File: src/rtl/mem_burst_pkg.sv
// rtl/mem_burst_pkg.sv - shared state encoding and default widths for the burst controller
package mem_burst_pkg;

    localparam int DEF_DATA_WIDTH = 8;
    localparam int DEF_ADDR_WIDTH = 8;
    localparam int DEF_LEN_WIDTH  = 8;

    typedef enum logic [1:0] {
        ST_IDLE  = 2'd0,
        ST_WRITE = 2'd1,
        ST_READ  = 2'd2,
        ST_DRAIN = 2'd3
    } burst_state_t;

endpackage

File: src/rtl/mem_burst_rdbuf.sv
// rtl/mem_burst_rdbuf.sv - 2-entry read-data FIFO between memory and the read stream
module mem_burst_rdbuf
    import mem_burst_pkg::*;
#(
    parameter int DATA_WIDTH = DEF_DATA_WIDTH
) (
    input  logic                  i_clk,
    input  logic                  i_rst,
    input  logic                  i_push,
    input  logic [DATA_WIDTH-1:0] i_push_data,
    input  logic                  i_pop,
    output logic                  o_valid,
    output logic                  o_full,
    output logic [DATA_WIDTH-1:0] o_data
);

    logic [DATA_WIDTH-1:0] r_mem [2];
    logic                  r_wr_ptr;
    logic                  r_rd_ptr;
    logic [1:0]            r_count;
    logic                  w_push_ok;
    logic                  w_pop_ok;

    assign o_valid   = (r_count != 2'd0);
    assign o_full    = (r_count == 2'd2);
    assign o_data    = r_mem[r_rd_ptr];
    assign w_pop_ok  = i_pop && o_valid;
    // A full buffer can still take a push when the head leaves in the same cycle.
    assign w_push_ok = i_push && (!o_full || w_pop_ok);

    always_ff @(posedge i_clk) begin
        if (i_rst) begin
            r_wr_ptr <= 1'b0;
            r_rd_ptr <= 1'b0;
            r_count  <= 2'd0;
        end else begin
            if (w_push_ok) begin
                r_mem[r_wr_ptr] <= i_push_data;
                r_wr_ptr        <= ~r_wr_ptr;
            end
            if (w_pop_ok) begin
                r_rd_ptr <= ~r_rd_ptr;
            end
            r_count <= r_count + {1'b0, w_push_ok} - {1'b0, w_pop_ok};
        end
    end

endmodule

File: src/rtl/mem_burst_ctrl.sv
// rtl/mem_burst_ctrl.sv - burst read/write engine turning one command into a run of memory strobes
module mem_burst_ctrl
    import mem_burst_pkg::*;
#(
    parameter int DATA_WIDTH = DEF_DATA_WIDTH,
    parameter int ADDR_WIDTH = DEF_ADDR_WIDTH,
    parameter int LEN_WIDTH  = DEF_LEN_WIDTH
) (
    input  logic                  i_clk,
    input  logic                  i_rst,
    input  logic                  i_cmd_valid,
    output logic                  o_cmd_ready,
    input  logic                  i_cmd_write,
    input  logic [ADDR_WIDTH-1:0] i_cmd_addr,
    input  logic [LEN_WIDTH-1:0]  i_cmd_len,
    input  logic                  i_wdata_valid,
    output logic                  o_wdata_ready,
    input  logic [DATA_WIDTH-1:0] i_wdata,
    output logic                  o_rdata_valid,
    input  logic                  i_rdata_ready,
    output logic [DATA_WIDTH-1:0] o_rdata,
    output logic                  o_done,
    output logic                  o_mem_wr_en,
    output logic                  o_mem_rd_en,
    output logic [ADDR_WIDTH-1:0] o_mem_address,
    output logic [DATA_WIDTH-1:0] o_mem_wr_data,
    input  logic [DATA_WIDTH-1:0] i_mem_rd_data
);

    burst_state_t          r_state;
    burst_state_t          w_next_state;
    logic [ADDR_WIDTH-1:0] r_addr;
    logic [LEN_WIDTH-1:0]  r_remaining;
    logic                  r_inflight;
    logic                  r_done;
    logic                  w_accept;
    logic                  w_wr_fire;
    logic                  w_rd_fire;
    logic                  w_pop;
    logic                  w_drain_done;
    logic                  w_last;
    logic [1:0]            w_occ_after_pop;
    logic                  w_buf_valid;
    logic                  w_buf_full;
    logic [DATA_WIDTH-1:0] w_buf_data;

    mem_burst_rdbuf #(
        .DATA_WIDTH (DATA_WIDTH)
    ) u_rdbuf (
        .i_clk       (i_clk),
        .i_rst       (i_rst),
        .i_push      (r_inflight),
        .i_push_data (i_mem_rd_data),
        .i_pop       (w_pop),
        .o_valid     (w_buf_valid),
        .o_full      (w_buf_full),
        .o_data      (w_buf_data)
    );

    always_ff @(posedge i_clk) begin
        if (i_rst) begin
            r_state <= ST_IDLE;
        end else begin
            r_state <= w_next_state;
        end
    end

    always_comb begin
        w_next_state    = r_state;
        w_accept        = 1'b0;
        w_wr_fire       = 1'b0;
        w_rd_fire       = 1'b0;
        w_drain_done    = 1'b0;
        w_last          = (r_remaining == LEN_WIDTH'(1));
        w_pop           = w_buf_valid && i_rdata_ready && !i_rst;
        // Occupancy after this cycle's pop, so a steady stream keeps one word per cycle.
        w_occ_after_pop = (w_buf_full ? 2'd2 : (w_buf_valid ? 2'd1 : 2'd0)) - {1'b0, w_pop};
        case (r_state)
            ST_IDLE: begin
                if (i_cmd_valid && !i_rst) begin
                    w_accept = 1'b1;
                    if (i_cmd_len != '0) begin
                        w_next_state = i_cmd_write ? ST_WRITE : ST_READ;
                    end
                end
            end
            ST_WRITE: begin
                if (i_wdata_valid && !i_rst) begin
                    w_wr_fire = 1'b1;
                    if (w_last) begin
                        w_next_state = ST_IDLE;
                    end
                end
            end
            ST_READ: begin
                if (!i_rst && ((w_occ_after_pop + {1'b0, r_inflight}) < 2'd2)) begin
                    w_rd_fire = 1'b1;
                    if (w_last) begin
                        w_next_state = ST_DRAIN;
                    end
                end
            end
            ST_DRAIN: begin
                if (!r_inflight && w_pop && !w_buf_full) begin
                    w_drain_done = 1'b1;
                    w_next_state = ST_IDLE;
                end
            end
            default: w_next_state = ST_IDLE;
        endcase
    end

    always_ff @(posedge i_clk) begin
        if (i_rst) begin
            r_addr      <= '0;
            r_remaining <= '0;
            r_inflight  <= 1'b0;
            r_done      <= 1'b0;
        end else begin
            r_inflight <= w_rd_fire;
            r_done     <= (w_accept && (i_cmd_len == '0)) || (w_wr_fire && w_last);
            if (w_accept) begin
                r_addr      <= i_cmd_addr;
                r_remaining <= i_cmd_len;
            end else if (w_wr_fire || w_rd_fire) begin
                r_addr      <= r_addr + ADDR_WIDTH'(1);
                r_remaining <= r_remaining - LEN_WIDTH'(1);
            end
        end
    end

    assign o_cmd_ready   = !i_rst && (r_state == ST_IDLE);
    assign o_wdata_ready = !i_rst && (r_state == ST_WRITE);
    assign o_mem_wr_en   = w_wr_fire;
    assign o_mem_rd_en   = w_rd_fire;
    assign o_mem_address = i_rst ? '0 : r_addr;
    assign o_mem_wr_data = w_wr_fire ? i_wdata : '0;
    assign o_rdata_valid = w_buf_valid && !i_rst;
    assign o_rdata       = o_rdata_valid ? w_buf_data : '0;
    assign o_done        = !i_rst && (r_done || w_drain_done);

endmodule

File: config.mk
export PLATFORM = sky130hd
export DESIGN_NAME = mem_burst_ctrl
export DESIGN_NICKNAME = d
export VERILOG_FILES = /design/src/rtl/mem_burst_pkg.sv /design/src/rtl/mem_burst_rdbuf.sv /design/src/rtl/mem_burst_ctrl.sv
export SDC_FILE = /design/constraint.sdc
export NUM_CORES = 1
export LEC_CHECK = 0
export CORE_UTILIZATION = 47
export DETAILED_ROUTE_END_ITERATION = 6
export MAX_ROUTING_LAYER = met4
export PLACE_DENSITY_LB_ADDON = 0.08
export SYNTH_ARGS = -nofsm -noshare
export SYNTH_HDL_FRONTEND = slang
export SYNTH_SLANG_ARGS = --single-unit
File: constraint.sdc
create_clock -name i_clk -period 3.35 [get_ports i_clk]
set_input_delay 0.67 -clock i_clk [delete_from_list [all_inputs] [get_ports i_clk]]
set_output_delay 0.67 -clock i_clk [all_outputs]
set_load 0.1 [all_outputs]
==> summary.log <==
[status] run status finished, violations left
[status] violations in the final reports design-rule violations
[cts] clock input transition at the sequential cells of the worst setup and hold paths 80 ps
[routing] antenna-violating nets left 0
[logic_synthesis] average size of a mapped cell 9.309 µm²
[timing] achievable clock frequency 0.3051 GHz
[routing] Initial DRC Count 140
[pwr] Power Dens Cells 479.6 nW/µm²
[routing] first-pass iteration count of the detailed router 6
[timing] Worst Setup Slack, final 72.45 ps
[critical_path] worst setup path class primary input to primary output
[floorplan] Die Span Y 71.09 µm
[floorplan] Core ar. 4474 µm²
[routing] total number of vias 1997
[timing] period utilisation layout 97.84%
[logic_synthesis] sequential area share after synthesis 43.73%
[critical_path] startpoint type of the worst setup path primary input
[floorplan] Placement Rows 24
[routing] detailed-route vias per instance 5.501
[logic_synthesis] portion of synthesized cell area occupied by the leading cell type 22.31%
[floorplan] DIE AREA 5054 µm²
[logic_synthesis] async set or reset register ratio after synthesis 0%
[place] number of port buffers 67
[logic_synthesis] count of flip-flops with a built-in enable after synthesis 16
[critical_path] critical path required time 2680 ps
[run] reported max-cap violation count 0
[pwr] Leakage Power 1.258 nW
[cts] clock buffer count from CTS 5
[place] pre-CTS setup slack -128.8 ps
[cts] count of H-tree levels built during CTS 2
[timing] Tightest Pin Transition 840.2 ps
[global_routing] maximum number of pins on one net before global-route repair 42
[timing] final hold viol count 0
[critical_path] capturing element type of the critical path primary output
[cts] cell at the root of the clock tree clkbuf_8
[routing] routed length per instance 15.18 µm
[logic_synthesis] Syn Inst Count 241
[routing] total wire length 5.512 mm
[critical_path] CP arrival 2610 ps
[timing] clock skew 12.12 ps
[timing] worst hold margin 517.1 ps
[routing] number of remaining DRC errors 5
[cells_and_area] share of final-layout standard cells stronger than drive strength 1 18.97%
[place] HPWL after detailed placement 4.130 mm
[timing] clock period minus worst slack 3278 ps
[cts] clock tree from TritonCTS yes
[cells_and_area] number of nets at the end of the flow 354
[global_routing] first-pass GRT wire length 9.197 mm
[cts] clk_lat worst skew 300 ps
[floorplan] die width 71.09 µm
[logic_synthesis] Area contributors post-synth dfxtp_1 (22%), edfxtp_1 (21%), nor2_1 (4.9%)
[min_path] class of the tightest hold or removal check register to register
[pwr] worst vdd ir 0.2661 mV
[pwr] total design power 1.623 mW
[critical_path] largest fanout on the critical path 3
[place] global placement routability congestion 0.8140
[logic_synthesis] cell area after synthesis 2243 µm²
[global_routing] initial antenna violation count 0
[cells_and_area] diode count 0
[timing] max-slew violations 0
[cts] Sinks on Clock Net 41
[timing] total of endpoints with negative setup slack in the final report 0
[logic_synthesis] number of register bits inferred by synthesis 41
[cts] buffer depth of the longest clock path 2
[logic_synthesis] Netlist cell types 56
[floorplan] Starting Density 50.14%
[timing] worst max-slew margin expressed relative to the limit 43.99%
[global_routing] number of global-route vias before repair 1892
[global_routing] GRT Util Overall 24.24%
[logic_synthesis] Syn. warnings 0
[logic_synthesis] library cell occupying the most area in the post-synthesis netlist dfxtp_1
[cells_and_area] commonest non-fill, non-tap cells in the layout clkdlybuf4s50_1 (37), buf_12 (30), nor2_1 (29)
[cells_and_area] commonest non-fill, non-tap cell in the layout clkdlybuf4s50_1
[logic_synthesis] number of nets in the synthesized netlist 285
[logic_synthesis] most used flip-flop cell after synthesis dfxtp_1
[global_routing] gr ovfl total 0
[floorplan] I/O pin cnt 68
[cells_and_area] area grow syn2layout 50.81%
==> worst max-delay path: stages <==
cell             delay [ps]
clkdlybuf4s50_1         450
or2_1                   250
nor2_1                  110
ha_1                    260
nor2b_2                 140
xnor3_2                 310
nand2_2                 130
clkinvlp_4              110
buf_12                  170
==> metrics by stage <==
stage,TNS (ps),area [µm²],std cells,utilization [%]
floorplan,0,2255,241,-
global placement,0,3283,354,73.38
detailed placement,-136.2,3283,354,73.38
CTS,0,3369,362,75.31
global route,-4.181,3383,363,75.62
finish,0,3383,363,75.62
==> where the power goes <==
group / switching, mW / internal, mW
clock: 0.175 / 0.144
combinational: 0.402 / 0.270
sequential: 0.0608 / 0.570
total: 0.638 / 0.984
==> metal layers <==
metal  vias up  part of all wire [%]  routed length, µm  GRT usage (%)
met1       921                    43               2391          29.32
met3         8                   4.3                236          4.843
met2        56                    51               2795          41.45
li1       1012                     -                  -              -
met5         -                     0                  0              -
met4         0                   1.6                 88          6.222
==> path summary, 6_finish.rpt <==
kind | slack, ps | depth (start not counted) | endpoint | from
setup / recovery | 70 | 9 | o_mem_rd_en | i_rst
setup reg to reg | 610 | 9 | r_addr[7] | u_rdbuf.r_count[1]
hold / removal | 520 | 1 | r_remaining[7] | r_remaining[7]
hold reg to reg | 520 | 1 | r_remaining[7] | r_remaining[7]
==> kinds of logic after synthesis <==
family / share of synthesized area (%)
buffers and inverters: 5.465
flip-flops: 43.73
AO/OA/AOI/OAI: 13.66
AND/OR/NAND/NOR: 26.32
XOR/XNOR: 2.956
multiplexers: 4.518
adder cells (fa/ha/maj): 3.346
==> Yosys cell counts (all sizes together) (2+ instances only) <==
cell type,number
buf,5
o21bai,4
clkbuf,9
a211oi,3
nor4,4
xor2,2
a21oi,3
a311oi,6
o21ai,9
dfxtp,25
edfxtp,16
nor2,29
nor3b,2
o211ai,2
a2111oi,2
xnor2,3
nand4,2
mux2i,9
or4,7
o31ai,2
nand2,12
and2,10
ha,6
a31oi,3
or2,2
nand2b,2
nor3,4
nand3,5
or3,12
nor2b,10
inv,14
==> timing repair <==
action | 4_1_cts | 5_1_grt
endpoints found under the setup margin | 0 | 1
hold buffers | 0 | 0
buffers inserted | 0 | 1
gates resized for setup | 0 | 3
==> state kept, by name, summed over array words and instances (netlist names), named ones only <==
register	flops
u_rdbuf.r_mem	16
r_addr	8
r_remaining	8
r_state	2
u_rdbuf.r_count	2
r_done	1
r_inflight	1
u_rdbuf.r_rd_ptr	1
u_rdbuf.r_wr_ptr	1
==> final cells by class <==
class	instances	area (µm²)
fill	298	1091
clock inverter	3	17.52
timing repair buffer	76	1039
clock buffer	5	68.82
sequential	41	980.9
inverter	15	61.31
multi-input combinational	171	1151
tap	52	65.06
No activity file was read; power rests on OpenSTA's default activity.
